--- src/rtl/uart_tx_palabra.sv ---
// Serial transmitter for a 32-bit word: four back-to-back 8N1 frames, least-significant byte first.
// All outputs are registered; dbg_state mirrors the FSM state for observation.
module uart_tx_palabra #(
  parameter int CLKS_PER_BIT = 16
) (
  input  logic        clk,
  input  logic        reset,
  input  logic        start,
  input  logic [31:0] d,
  output logic        ready,
  output logic        busy,
  output logic        tx,
  output logic        done,
  output logic [1:0]  dbg_state
);

  localparam int BW = (CLKS_PER_BIT > 2) ? $clog2(CLKS_PER_BIT) : 1;
  localparam logic [BW-1:0] BAUD_LAST = BW'(CLKS_PER_BIT - 1);

  typedef enum logic [1:0] {
    IDLE      = 2'd0,
    START_BIT = 2'd1,
    DATA_BITS = 2'd2,
    STOP_BIT  = 2'd3
  } state_e;

  state_e        state_q, state_d;
  logic [31:0]   shift_q, shift_d;
  logic [2:0]    bit_q, bit_d;
  logic [1:0]    byte_q, byte_d;
  logic [BW-1:0] baud_q, baud_d;
  logic          tx_q, tx_d;
  logic          ready_q, ready_d;
  logic          busy_q, busy_d;
  logic          done_q, done_d;
  logic          bit_end;

  assign bit_end = (baud_q == BAUD_LAST);

  always_ff @(posedge clk) begin
    if (!reset) begin
      state_q <= IDLE;
      shift_q <= '0;
      bit_q   <= '0;
      byte_q  <= '0;
      baud_q  <= '0;
      tx_q    <= 1'b1;
      ready_q <= 1'b1;
      busy_q  <= 1'b0;
      done_q  <= 1'b0;
    end else begin
      state_q <= state_d;
      shift_q <= shift_d;
      bit_q   <= bit_d;
      byte_q  <= byte_d;
      baud_q  <= baud_d;
      tx_q    <= tx_d;
      ready_q <= ready_d;
      busy_q  <= busy_d;
      done_q  <= done_d;
    end
  end

  // tx_d is the line level for the state being entered, so tx is registered yet cycle-exact.
  always_comb begin
    state_d = state_q;
    shift_d = shift_q;
    bit_d   = bit_q;
    byte_d  = byte_q;
    baud_d  = baud_q;
    tx_d    = tx_q;
    ready_d = ready_q;
    busy_d  = busy_q;
    done_d  = 1'b0;

    if (state_q != IDLE) begin
      baud_d = bit_end ? '0 : baud_q + 1'b1;
    end

    case (state_q)
      IDLE: begin
        tx_d    = 1'b1;
        ready_d = 1'b1;
        busy_d  = 1'b0;
        if (start) begin
          shift_d = d;
          byte_d  = '0;
          bit_d   = '0;
          baud_d  = '0;
          state_d = START_BIT;
          tx_d    = 1'b0;
          ready_d = 1'b0;
          busy_d  = 1'b1;
        end
      end
      START_BIT: begin
        if (bit_end) begin
          state_d = DATA_BITS;
          bit_d   = '0;
          tx_d    = shift_q[0];
        end
      end
      DATA_BITS: begin
        // After eight shifts the next byte already sits in shift_q[7:0].
        if (bit_end) begin
          shift_d = {1'b0, shift_q[31:1]};
          bit_d   = bit_q + 3'd1;
          if (bit_q == 3'd7) begin
            state_d = STOP_BIT;
            tx_d    = 1'b1;
          end else begin
            tx_d = shift_q[1];
          end
        end
      end
      STOP_BIT: begin
        if (bit_end) begin
          if (byte_q == 2'd3) begin
            state_d = IDLE;
            done_d  = 1'b1;
            ready_d = 1'b1;
            busy_d  = 1'b0;
            tx_d    = 1'b1;
          end else begin
            byte_d  = byte_q + 2'd1;
            state_d = START_BIT;
            tx_d    = 1'b0;
          end
        end
      end
      default: state_d = IDLE;
    endcase
  end

  assign ready     = ready_q;
  assign busy      = busy_q;
  assign tx        = tx_q;
  assign done      = done_q;
  assign dbg_state = state_q;

endmodule

--- config.mk ---
export PLATFORM = sky130hd
export DESIGN_NAME = uart_tx_palabra
export DESIGN_NICKNAME = d
export VERILOG_FILES = /design/src/rtl/uart_tx_palabra.sv
export SDC_FILE = /design/constraint.sdc
export NUM_CORES = 1
export LEC_CHECK = 0
export CAP_MARGIN = 20
export CELL_PAD_IN_SITES_DETAIL_PLACEMENT = 0
export CELL_PAD_IN_SITES_GLOBAL_PLACEMENT = 1
export CORE_MARGIN = 4
export CORE_UTILIZATION = 52
export DETAILED_ROUTE_END_ITERATION = 16
export DONT_BUFFER_PORTS = 1
export PLACE_DENSITY_LB_ADDON = 0.3
export SETUP_SLACK_MARGIN = 0.02
export SLEW_MARGIN = 15
export SYNTH_ARGS = -nofsm -noshare
export SYNTH_HDL_FRONTEND = slang
export SYNTH_SLANG_ARGS = --single-unit
--- constraint.sdc ---
create_clock -name clk -period 5 [get_ports clk]
set_input_delay 0.75 -clock clk [delete_from_list [all_inputs] [get_ports clk]]
set_output_delay 0.75 -clock clk [all_outputs]
set_load 0.02 [all_outputs]
==> summary.md <==
| Metric | Value |
|---|---|
| Outcome | `finished, final reports clean` |
| Number of synthesized flops with an enable pin | `0` |
| Height of the die | `74.2 µm` |
| Nets@finish | `247` |
| Dpl cells | `246` |
| Setup bufs post-CTS | `0` |
| Ports | `41` |
| Share of cells above drive strength 1 | `22.4%` |
| Number of diodes | `0` |
| Max-Cap Viols | `0` |
| Residual DRC | `0` |
| Max stage delay on crit path | `0.71 ns` |
| Crit path required time | `5.19 ns` |
| Wirelength, routed | `4.57 mm` |
| Clock slew at reported path FFs | `0.08 ns` |
| Total track usage | `18.3%` |
| Die width | `74.2 µm` |
| Worst-Skew Late Latency | `0.30 ns` |
| Final period util | `52.7%` |
| Post-synthesis sequential area ratio | `41.3%` |
| Die ar. | `5500 µm²` |
| Max-slew violation count | `0` |
| CP cell instances | `inv_1 -> ha_1 -> nor2b_1 -> o31ai_4 -> buf_8 -> o221a_2` |
| Vias in the first global route | `1624` |
| Final setup violation count | `0` |
| RSZ-0062 raised after global routing | `false` |
| Cell Count, Final, Fillers Out | `255` |
| Relative slew slack | `47.4%` |
| Crit. Startpoint | `dbg_state[0]` |
| H-tree depth | `2` |
| Max rail drop VDD | `0.000316 V` |
| #FFs+latches synth | `47` |
| CTS tree | `done` |
| Pleak | `0.844 nW` |
| Synthesized area per cell | `10.5 µm²` |
| Placer Congestion | `0.924` |
| Vias/cell | `6.50` |
| Hold_buf cts | `0` |
| Pin count of the biggest net entering global routing | `45` |
| Fill cells | `362` |
| Grt total ovfl | `0` |
| Pwr Density | `514 nW/µm²` |
| Worst r2r src | `dbg_state[0]` |
| Vias | `1658` |
| Syn nets | `260` |
| CP Class | `register to register` |
| Setup TNS | `0 ns` |
| Final Hold Viols | `0` |
| Worst hold start | `bit_q[1]` |
| Max Buffers Root-to-Sink | `2` |
| Slowest stage cell, crit path | `nor2b_1` |
| Clock root buffer | `clkbuf_8` |
| First-pass DRT Iterations | `4` |
| Worst EP arrival | `2.83 ns` |
| Inserted Clock Buffers | `5` |
| Synth Instances | `217` |
| WL/cell | `17.9 µm` |
| Row count | `23` |
| CP Max Fanout | `23` |
| Clock sink count | `47` |
| Setup Skew | `0.00616 ns` |
| Async set-reset flop share out of synthesis | `0%` |
| Bufs and invs on worst path | `2` |
| Hold/Removal Path Class | `register to register` |
| Worst setup SP type | `register` |
| First-pass GRT wire length | `7.80 mm` |
| Iter 0 DRT Violations | `154` |
| Fin crit period | `2.63 ns` |
| PostCTS Resize Cnt | `0` |
| Synth cell types | `45` |
| Initial antenna violation count | `0` |
| Starting Density | `55.3%` |
| Peak Freq | `380 MHz` |
| CP top delay family | `simple AND/OR/NAND/NOR gates` |
| Core area | `4120 µm²` |
| DRT antenna net count | `0` |
| Synthesized area | `2280 µm²` |
| Synth warn | `0` |
| Port Buffer Count | `0` |
| Hpwl dp | `3.06 mm` |
| Area Overhead vs Synth | `4.07%` |
| Main synth FF type | `dfxtp_1` |
| Slew @ Worst Pin | `0.787 ns` |
| Worst Setup End Kind | `register` |
[state kept, by name (all words and copies together) (netlist names)]
| register | cells |
|---|---|
| ready | 1 |
| bit_q | 3 |
| shift_q | 32 |
| baud_q | 4 |
| done | 1 |
| tx | 1 |
| byte_q | 2 |
| dbg_state | 2 |
| busy | 1 |
[stage by stage]
stage	util (%)	total power, mW	area, µm²	hold slack (ns)	worst slack, ns
6_report	57.6	1.22	2370	0.476	2.37
5_1_grt	57.6	1.30	2370	0.507	2.14
4_1_cts	57.1	1.22	2350	0.482	2.12
3_5_place_dp	53.8	0.888	2210	0.465	2.16
3_3_place_gp	53.8	0.874	2210	0.447	2.29
2_1_floorplan	-	0.855	2280	0.438	3.11
[cell families (layout without fill, tap and decap cells)]
kind of cell             after synthesis  count (layout)  synth area share, %
AO/OA/AOI/OAI                         86              86                 34.6
XOR/XNOR                               2               2                0.769
adder cells (fa/ha/maj)                8               8                 4.40
buffers and inverters                 26              14                 6.54
flip-flops                            47              47                 41.3
multiplexers                           3               3                 1.37
AND/OR/NAND/NOR                       45              45                 11.0
[worst register-to-register path, delay by kind of cell, from the launching register on]
family                     cells  cell delay (ns)
adders and majority gates      1             0.55
and+or+nand+nor                1             0.72
DFF                            1             0.42
AOI/OAI and AO/OA              2             0.48
buffers and inverters          2             0.37
[layout make-up]
cell class                 count  area (µm²)  area share [%]
tap                           50        62.6            2.64
sequential                    47         941            39.7
inverter                       4        15.0           0.634
multi-input combinational    144        1190            50.3
clock inverter                 3        67.6            2.85
clock buffer                   5        68.8            2.90
timing repair buffer           2        22.5           0.950
[synth_stat cells, types with 4 or more instances]
library cell / number / area [µm²]
o221a_2: 30 / 338
inv_1: 4 / 15.0
nand2b_1: 5 / 31.3
clkbuf_1: 13 / 48.8
dfxtp_1: 47 / 941
ha_1: 8 / 100
nor2b_1: 5 / 31.3
nor2_1: 6 / 22.5
buf_6: 6 / 67.6
o21a_1: 31 / 233
nand4b_1: 4 / 35.0
nand2_1: 11 / 41.3
[cell usage in the layout, fill, tap and decap left out, drive strengths merged, types with 2 or more instances in the layout]
master  synthesis  layout
nor3            2       2
nand4b          4       4
mux2i           2       2
a31oi           3       3
nand2          11      11
a211oi          3       3
o32ai           2       2
nand2b          5       5
buf             9       2
o221a          31      31
o21a           31      31
a21oi           2       2
nand3           4       4
dfxtp          47      47
a211o           2       2
inv             4       4
nor2            6       6
nor2b           5       5
o31ai           2       2
clkbuf         13       5
o32a            2       2
bufinv          0       2
ha              8       8
nand3b          3       3
[metal layers]
layer  GRT usage (%)  part of all wire, %  vias to the layer above
met2            29.0                   47                       42
met5               0                    0                        -
met4            4.83                  1.4                        0
met1            23.9                   45                      797
li1                -                    -                      812
met3            6.22                  6.8                        7
[path summary, 6_finish.rpt]
kind / to / slack [ns] / cells after the start
max reg2reg: shift_q[27] / 2.37 / 6
max: shift_q[27] / 2.37 / 6
min: bit_q[1] / 0.48 / 2
min reg2reg: bit_q[1] / 0.48 / 2
[power breakdown]
group | switching [mW] | leakage [nW] | internal (mW)
combinational | 0.148 | 0.392 | 0.152
sequential | 0.0961 | 0.387 | 0.495
clock | 0.129 | 0.0644 | 0.199
Power figures use the tool's default switching activity.
